**src/rtl/mine_pkg.sv**
```systemverilog
// Shared types and helpers for the mine placement block.
package mine_pkg;

  typedef enum logic [1:0] {
    IDLE = 2'd0,
    LOAD = 2'd1,
    GEN  = 2'd2,
    DONE = 2'd3
  } state_e;

  localparam logic [15:0] DEF_LFSR_TAPS = 16'hB400;

  // Ceiling log2; returns 0 for v <= 1.
  function automatic int unsigned clog2(input int unsigned v);
    int unsigned r;
    r = 0;
    for (int i = 0; i < 32; i++) begin
      if ((64'(1) << i) < 64'(v)) r = i + 1;
    end
    return r;
  endfunction

endpackage

```
**src/rtl/mine_lfsr.sv**
```systemverilog
// Seedable Galois LFSR; a zero seed is replaced by 1 so the register never locks up.
module mine_lfsr #(
  parameter int unsigned          LFSR_W    = 16,
  parameter logic [LFSR_W-1:0]    LFSR_TAPS = LFSR_W'(mine_pkg::DEF_LFSR_TAPS)
) (
  input  logic              in_clka,
  input  logic              in_rst_n,
  input  logic              load,
  input  logic [LFSR_W-1:0] seed,
  input  logic              step,
  output logic [LFSR_W-1:0] out_state
);

  logic [LFSR_W-1:0] lfsr_q;

  always_ff @(posedge in_clka) begin
    if (!in_rst_n) begin
      lfsr_q <= LFSR_W'(1);
    end else if (load) begin
      lfsr_q <= (seed == '0) ? LFSR_W'(1) : seed;
    end else if (step) begin
      lfsr_q <= (lfsr_q >> 1) ^ (lfsr_q[0] ? LFSR_TAPS : '0);
    end
  end

  assign out_state = lfsr_q;

endmodule

```
**src/rtl/mine_placer.sv**
```systemverilog
// Places a clamped number of distinct mines on the board by rejection-sampling LFSR output.
module mine_placer
  import mine_pkg::*;
#(
  parameter int unsigned        ROWS      = 5,
  parameter int unsigned        COLS      = 5,
  parameter int unsigned        LFSR_W    = 16,
  parameter logic [LFSR_W-1:0]  LFSR_TAPS = LFSR_W'(DEF_LFSR_TAPS),
  localparam int unsigned       CELLS     = ROWS * COLS,
  localparam int unsigned       IDX_W     = clog2(CELLS),
  localparam int unsigned       CNT_W     = clog2(CELLS + 1)
) (
  input  logic              in_clka,
  input  logic              in_rst_n,
  input  logic              in_start,
  input  logic [LFSR_W-1:0] in_seed,
  input  logic [CNT_W-1:0]  in_mines_num,
  input  logic              in_safe_en,
  input  logic [IDX_W-1:0]  in_safe_idx,
  output logic              out_busy,
  output logic              out_place_done,
  output logic [CNT_W-1:0]  out_mine_count,
  output logic [CELLS-1:0]  out_mines
);

  state_e            state_q;
  logic [LFSR_W-1:0] seed_q;
  logic              safe_en_q;
  logic [IDX_W-1:0]  safe_idx_q;
  logic [CNT_W-1:0]  target_q;
  logic [LFSR_W-1:0] lfsr;

  logic [CNT_W-1:0]  cap;
  logic [CNT_W-1:0]  target_d;
  logic [CNT_W-1:0]  count_d;
  logic [IDX_W-1:0]  cand;
  logic              in_range;
  logic              accept;
  logic              unused_lfsr;

  mine_lfsr #(
    .LFSR_W    (LFSR_W),
    .LFSR_TAPS (LFSR_TAPS)
  ) u_lfsr (
    .in_clka   (in_clka),
    .in_rst_n  (in_rst_n),
    .load      (state_q == LOAD),
    .seed      (seed_q),
    .step      (state_q == GEN),
    .out_state (lfsr)
  );

  // Only the low IDX_W bits form a candidate; the rest just feed the sequence.
  assign unused_lfsr = ^lfsr;

  always_comb begin
    cap      = CNT_W'(CELLS) - CNT_W'(in_safe_en);
    target_d = (in_mines_num < cap) ? in_mines_num : cap;
    cand     = lfsr[IDX_W-1:0];
    in_range = CNT_W'(cand) < CNT_W'(CELLS);
    accept   = in_range && !(safe_en_q && (cand == safe_idx_q)) && !out_mines[cand];
    count_d  = out_mine_count + CNT_W'(1);
  end

  always_ff @(posedge in_clka) begin
    if (!in_rst_n) begin
      state_q        <= IDLE;
      seed_q         <= '0;
      safe_en_q      <= 1'b0;
      safe_idx_q     <= '0;
      target_q       <= '0;
      out_mines      <= '0;
      out_mine_count <= '0;
      out_busy       <= 1'b0;
      out_place_done <= 1'b0;
    end else begin
      case (state_q)
        IDLE, DONE: begin
          if (in_start) begin
            state_q        <= LOAD;
            seed_q         <= in_seed;
            safe_en_q      <= in_safe_en;
            safe_idx_q     <= in_safe_idx;
            target_q       <= target_d;
            out_mines      <= '0;
            out_mine_count <= '0;
            out_busy       <= 1'b1;
            out_place_done <= 1'b0;
          end
        end
        LOAD: begin
          if (target_q == '0) begin
            state_q        <= DONE;
            out_busy       <= 1'b0;
            out_place_done <= 1'b1;
          end else begin
            state_q <= GEN;
          end
        end
        GEN: begin
          if (accept) begin
            out_mines[cand] <= 1'b1;
            out_mine_count  <= count_d;
            if (count_d == target_q) begin
              state_q        <= DONE;
              out_busy       <= 1'b0;
              out_place_done <= 1'b1;
            end
          end
        end
        default: state_q <= IDLE;
      endcase
    end
  end

endmodule

```
**config.mk**
```make
export PLATFORM = sky130hd
export DESIGN_NAME = mine_placer
export DESIGN_NICKNAME = d
export VERILOG_FILES = /design/src/rtl/mine_pkg.sv /design/src/rtl/mine_lfsr.sv /design/src/rtl/mine_placer.sv
export SDC_FILE = /design/constraint.sdc
export NUM_CORES = 1
export LEC_CHECK = 0
export CORE_MARGIN = 3
export CORE_UTILIZATION = 55
export CTS_BUF_LIST = sky130_fd_sc_hd__clkbuf_8 sky130_fd_sc_hd__clkbuf_16
export CTS_CLUSTER_DIAMETER = 80
export CTS_CLUSTER_SIZE = 12
export DETAILED_ROUTE_END_ITERATION = 12
export DONT_BUFFER_PORTS = 1
export HOLD_SLACK_MARGIN = 0.06
export PLACE_DENSITY = 0.7
export SLEW_MARGIN = 10
export SYNTH_ARGS = -nofsm -noshare
export SYNTH_HDL_FRONTEND = slang
export SYNTH_SLANG_ARGS = --single-unit
export TNS_END_PERCENT = 30
```
**constraint.sdc**
```tcl
create_clock -name in_clka -period 2.6 [get_ports in_clka]
set_input_delay 0 -clock in_clka [delete_from_list [all_inputs] [get_ports in_clka]]
set_output_delay 0 -clock in_clka [all_outputs]
set_load 0.05 [all_outputs]
```
Word level (Yosys, flattened, before mapping)

Cells that the tools add are included.

Register bits: 77
Latch bits: 0
Bits in writable memories: 0
Memory bits (read-only): 0
Logic and storage cells: 73
Memories: 0

$add $sub $neg: 2
Multipliers: 0
Divide/modulo/power cells: 0
$lt $le $gt $ge: 4
Equality and inequality tests: 9
Shift operators: 0
Multiplexer cells: 30
Bitwise operators: 2
Reductions and logical operators: 16

Operator list:

| cell                                                                  | count |
|---|---|
| 16-bit 2-to-1 mux                                                     | 4 |
| 25-bit 2-to-1 mux                                                     | 2 |
| 25-bit one-hot mux with 2 select lines                                | 1 |
| 25-bit bitwise OR                                                     | 1 |
| 16-bit logical NOT                                                    | 1 |
| 15-bit by 16-bit bitwise XOR with 16-bit output                       | 1 |
| 5-bit 2-to-1 mux                                                      | 3 |
| 1-bit 2-to-1 mux                                                      | 11 |
| 5-bit equality test                                                   | 2 |
| 5-bit one-hot mux with 2 select lines                                 | 1 |
| 2-bit inequality test, second input constant                          | 4 |
| 5-bit by 6-bit < comparator with 1-bit output, second input constant  | 1 |
| 2-bit 2-to-1 mux                                                      | 3 |
| 1-bit one-hot mux with 3 select lines                                 | 2 |
| 2-bit one-hot mux with 3 select lines                                 | 1 |
| 3-bit AND reduction                                                   | 2 |
| 5-bit by 1-bit adder with 5-bit output, second input constant         | 1 |
| 1-bit binary-select mux with 5-bit select                             | 1 |
| 1-bit demux with 5-bit select                                         | 1 |
| 5-bit by 1-bit >= comparator with 1-bit output, second input constant | 1 |
| 5-bit logical NOT                                                     | 1 |
| 5-bit < comparator                                                    | 1 |
| 5-bit < comparator, second input constant                             | 1 |
| 4-bit by 2-bit subtractor with 5-bit output, first input constant     | 1 |
| 9 further kinds                                                       | 15 |

Depth between registers and ports, before layout

Depth in word-level cells: 7
Depth in mapped cells: 9
Gate-level depth less buffers: 8

Hierarchy

A second synthesis with hierarchy kept.

Cells, all modules: 417
Area, all modules: 3559.7 um2

Modules (own cells, without submodules):

| module      | instances | cells an instance | area an instance (um2) |
|---|---|---|---|
| mine_placer | 1         | 324               | 2707.6 |
| mine_lfsr   | 1         | 93                | 852.1 |

Worst setup path after synthesis

OpenSTA, ideal clock, no wires.

Path kind: register to register
Start point: register out_mines[1]
End point: register out_mine_count[2]
Setup time: 0.120 ns
Arrival time: 2.043 ns
Required time: 2.480 ns
Slack: 0.437 ns
Cell stages (with the launch flop): 7
Path buffers: 0
Clock period less this slack: 2.163 ns
Cell sequence: dfxtp_1 mux4_2 nor2_1 nor4_2 nor3_4 and3_1 a211o_1

Word-level cells in the longest chain between the ends: 6

Ends and longest elaborated chain:

| what                                      | line               | text |
|---|---|---|
| from (decl)                               | mine_placer.sv:23  | `output logic [CELLS-1:0] out_mines` |
| from (signal assigned)                    | mine_placer.sv:72  | `out_mines <= '0;` |
| from (signal assigned)                    | mine_placer.sv:85  | `out_mines <= '0;` |
| from (signal, indexed assignment)         | mine_placer.sv:102 | `out_mines[cand] <= 1'b1;` |
| 1-bit binary-select mux with 5-bit select | mine_placer.sv:61  | `accept = in_range && !(safe_en_q && (cand == safe_idx_q)) && !out_mines[cand];` |
| 1-bit 2-to-1 mux (not written as such)    | mine_placer.sv:61  |  |
| 1-bit logical NOT                         | mine_placer.sv:61  |  |
| 1-bit logical AND                         | mine_placer.sv:61  |  |
| 2-bit inequality test (no line)           | n/a                |  |
| 3-bit AND reduction (no line)             | n/a                |  |
| to (signal assigned)                      | mine_placer.sv:103 | `out_mine_count <= count_d;` |
| to (decl)                                 | mine_placer.sv:22  | `output logic [CNT_W-1:0] out_mine_count,` |

No other way between the ends. The select of a mux whose other input is x is not followed.
A chain may end at the register's enable or synchronous reset.

Worst setup path in the final report

Start point: register u_lfsr.lfsr_q[0], in the netlist u_lfsr.out_state[0]
End point: register state_q[1]

Word-level cells in the longest chain between the ends: 7

Ends and longest elaborated chain:

| what                                                                                              | line              | text |
|---|---|---|
| from (decl)                                                                                       | mine_lfsr.sv:14   | `logic [LFSR_W-1:0] lfsr_q;` |
| from (signal assigned)                                                                            | mine_lfsr.sv:20   | `lfsr_q <= (seed == '0) ? LFSR_W'(1) : seed;` |
| from (signal assigned)                                                                            | mine_lfsr.sv:22   | `lfsr_q <= (lfsr_q >> 1) ^ (lfsr_q[0] ? LFSR_TAPS : '0);` |
| parallel branches: the longest is 4 deep, another holds 1-bit binary-select mux with 5-bit select | n/a               |  |
| 1-bit logical AND *                                                                               | mine_placer.sv:61 |  |
| 2-bit inequality test (no line) *                                                                 | n/a               |  |
| 3-bit AND reduction (no line) *                                                                   | n/a               |  |
| to (signal assigned)                                                                              | mine_placer.sv:67 | `state_q <= IDLE;` |
| to (signal assigned)                                                                              | mine_placer.sv:80 | `state_q <= LOAD;` |
| to (signal assigned)                                                                              | mine_placer.sv:93 | `state_q <= DONE;` |
| to (decl)                                                                                         | mine_placer.sv:26 | `state_e state_q;` |

Every way passes the cells marked *. The select of a mux whose other input is x is not followed.

==> summary.txt <==
Clocking
  • Root Driver: clkbuf_8
  • Resized cells post-CTS: 0
  • Reg clk slew, reported paths: ~80 ps
  • Worst skew pair latency: approximately 360 ps
  • # clock sinks: 77
  • CTS buffer count: 9
  • CTS H-tree depth: 3
  • CTS tree: yes
  • Clk buf depth: 2

Finish
  • Non-Filler Instances: roughly 550
  • Antenna cell count: 0
  • Storage element area: about 1500 sq um
  • Multi-input gate area: 1820 sq um
  • Layout cells sized above 1: between 10% and 20%
  • Final net count: roughly 500
  • Fill cells: between 400 and 500
  • Final Core Density: 71.2%
  • Synthesis-to-layout area growth: 22.9%

Routing
  • Vias/cell: between 5 and 6
  • DRC viols: 0
  • WL/cell: 15.9 um
  • Antenna Nets Post-Route: 0
  • WL met1: approximately 3.6 mm
  • Top Metal Used: met4
  • Total Wirelength: between 8 and 9 mm
  • DR WL met3: 607 um
  • WL met2: ~4.3 mm
  • Starting DRT DRC Count: around 190
  • Drt first pass iters: 4
  • Routed via count: between 3000 and 4000

Placement
  • Post-Place Setup Slack: about 280 ps
  • Input/output buffers: 0
  • Cell count after placement: 501
  • RePlAce Congestion: approximately 0.79
  • Post-DP HPWL: between 5 and 6 mm

Synthesis
  • Synth Flop Type: dfxtp_1
  • Netlist Area Pre-Place: between 3000 and 4000 sq um
  • Post-Synthesis Cells: 416
  • Count of unique library cells instantiated by Yosys: 60
  • Post-synth top area cell: dfxtp_1
  • FF+latch count, synth: 77
  • Post-synth EDFFs: 0
  • Synth Area per Inst: about 8.4 sq um
  • Async SR Flop Fraction: 0%
  • Ranking of synthesized cells by area: dfxtp_1 44%, nand2_1 6.9%, nor2_1 5.8%
  • Mapped Nets: around 450
  • Top cell type's share of synthesized area: between 40% and 50%
  • Post-synthesis sequential area ratio: about 44%
  • Yosys warns: 0

Global routing
  • GR Util All Layers: between 20% and 30%
  • Antenna violations before repair: 0
  • Largest net degree at the start of global routing: between 40 and 50
  • Gr ovfl total: 0
  • Vias in the first global route: 3090
  • First-pass GRT wire length: 14.6 mm

Worst setup path
  • Buffers plus inverters on the worst setup path: 1
  • Worst setup path class: flop to flop
  • Slowest cell on crit path: mux4_2
  • Crit Path Max Fanout: 12
  • Crit path cell chain: buf_4 > mux4_2 > a32oi_1 > o31ai_2 > nor3_4 > a21boi_0 > o311ai_0
  • Worst path max stage delay: 520 ps
  • CP startpoint kind: flop
  • Crit path required time: 2850 ps
  • Crit path arrival time: about 2600 ps
  • Kind of cell adding the most delay to the critical path: compound AO/OA/AOI/OAI gates
  • Crit end category: flop

Timing
  • Setup WS post-layout: approximately 260 ps
  • Setup tns final: 0 ps
  • Fmax: between 0.4 and 0.5 GHz
  • Slew Viols, Final: 0
  • Clk_skew: about 6.4 ps
  • Crit path time final: approximately 2300 ps
  • Final-report hold violation count: 0
  • Worst Max-Slew Pin Slew: between 700 and 800 ps
  • Post-Route Hold Slack: 95.3 ps
  • Final period util: approximately nine tenths
  • Setup violators final: 0
  • RSZ-0062 raised after global routing: no
  • Max-slew headroom: about half

Floorplan
  • I/O pin cnt: 62
  • Die height: roughly 86 um
  • # rows: 28
  • Die X: between 80 and 90 um
  • Die ar.: around 7400 sq um
  • Core area: between 6000 and 7000 sq um
  • Initial Util: approximately 58%

Flow run
  • Max-Cap Viols: 0

Pwr
  • Pwr Density: about 990 nW/um^2
  • Worst VDD drop: 0.607 mV
  • P_leak: roughly 1.6 nW

Run status
  • Status: finished clean

Min path
  • Hold Path Class: input port to flop
## per-stage QoR
| step | power [mW] | instance area, sq um |
|---|---|---|
| after floorplan | 2.79 | 3510 |
| after global placement | 3.12 | 3780 |
| after detailed placement | 3.16 | 3780 |
| after CTS | 4.30 | 4320 |
| after global routing | 4.56 | 4320 |
| final | 4.28 | 4320 |
## worst paths after layout
kind	startpoint	endpoint	slack, ps	cells after the start
max	u_lfsr.out_state[0]	state_q[1]	260	7
max reg2reg	u_lfsr.out_state[0]	state_q[1]	260	7
min reg2reg	u_lfsr.out_state[10]	u_lfsr.out_state[10]	460	2
min	in_start	seed_q[12]	100	4
## cell usage after synthesis (4+ instances only)
| library cell | instances |
|---|---|
| a21oi_1 | 39 |
| a221oi_1 | 7 |
| a31oi_1 | 26 |
| and2_1 | 5 |
| clkbuf_1 | 23 |
| dfxtp_1 | 77 |
| inv_1 | 5 |
| mux2i_1 | 8 |
| mux4_2 | 5 |
| nand2_1 | 65 |
| nand3_1 | 4 |
| nor2_1 | 54 |
| nor3_1 | 11 |
| nor3b_1 | 4 |
| nor4_1 | 6 |
| xnor2_1 | 10 |
| xor2_1 | 4 |
## final cells by class
cell class	count	area share [%]
clock buffer	10	3.19
timing repair buffer	69	13.7
sequential	77	35.7
tap	75	2.17
clock inverter	6	2.55
multi-input combinational	302	42.1
inverter	7	0.609
## power by group
group          switching (mW)  internal [mW]  leakage, nW  total [mW]
clock                   0.440          0.661        0.119        1.10
sequential              0.214           1.38        0.627        1.60
combinational           0.978          0.602        0.901        1.58
## repair_timing
action | in CTS | in global routing
setup buffers | 0 | 0
endpoints found under the hold margin | 57 | 0
hold buffers | 29 | 0
## layer usage
| layer | vias to the layer above | global-route usage, % |
|---|---|---|
| met3 | 15 | 5.00 |
| met2 | 100 | 41.6 |
| met4 | 0 | 12.7 |
| met5 | - | 0 |
| met1 | 1483 | 30.5 |
| li1 | 1577 | - |
## worst register-to-register path: cells and delay by family (launching register included)
family	cells	cell delay, ps
buffers and inverters	1	210
multiplexers	1	530
AO/OA/AOI/OAI	4	880
flip-flops	1	330
AND/OR/NAND/NOR	1	290
## kinds of logic after synthesis
family                   share of synthesized area, %
AND/OR/NAND/NOR                                  21.9
AO/OA/AOI/OAI                                    18.9
flip-flops                                       43.9
buffers and inverters                            4.41
multiplexers                                     6.44
XOR/XNOR                                         3.49
adder cells (fa/ha/maj)                          1.07
## placed cells by master, fill, tap and decap left out, types with 4 or more instances in the layout
cell type / Yosys / final
a21oi_1: 39 / 39
a221oi_1: 7 / 7
a31oi_1: 26 / 26
and2_1: 5 / 5
buf_4: 2 / 40
clkbuf_8: 0 / 10
dfxtp_1: 77 / 77
dlygate4sd3_1: 0 / 29
inv_1: 5 / 5
mux2i_1: 8 / 8
mux4_2: 5 / 5
nand2_1: 65 / 65
nand3_1: 4 / 4
nor2_1: 54 / 54
nor3_1: 11 / 11
nor3b_1: 4 / 4
nor4_1: 6 / 6
xnor2_1: 10 / 10
xor2_1: 4 / 4
## flip-flops by register name (all words and copies together), names as in the netlist
register	cells
out_mines	25
seed_q	16
u_lfsr.out_state	16
out_mine_count	5
safe_idx_q	5
target_q	5
state_q	2
out_busy	1
out_place_done	1
safe_en_q	1
No activity file was read; power rests on OpenSTA's default activity.
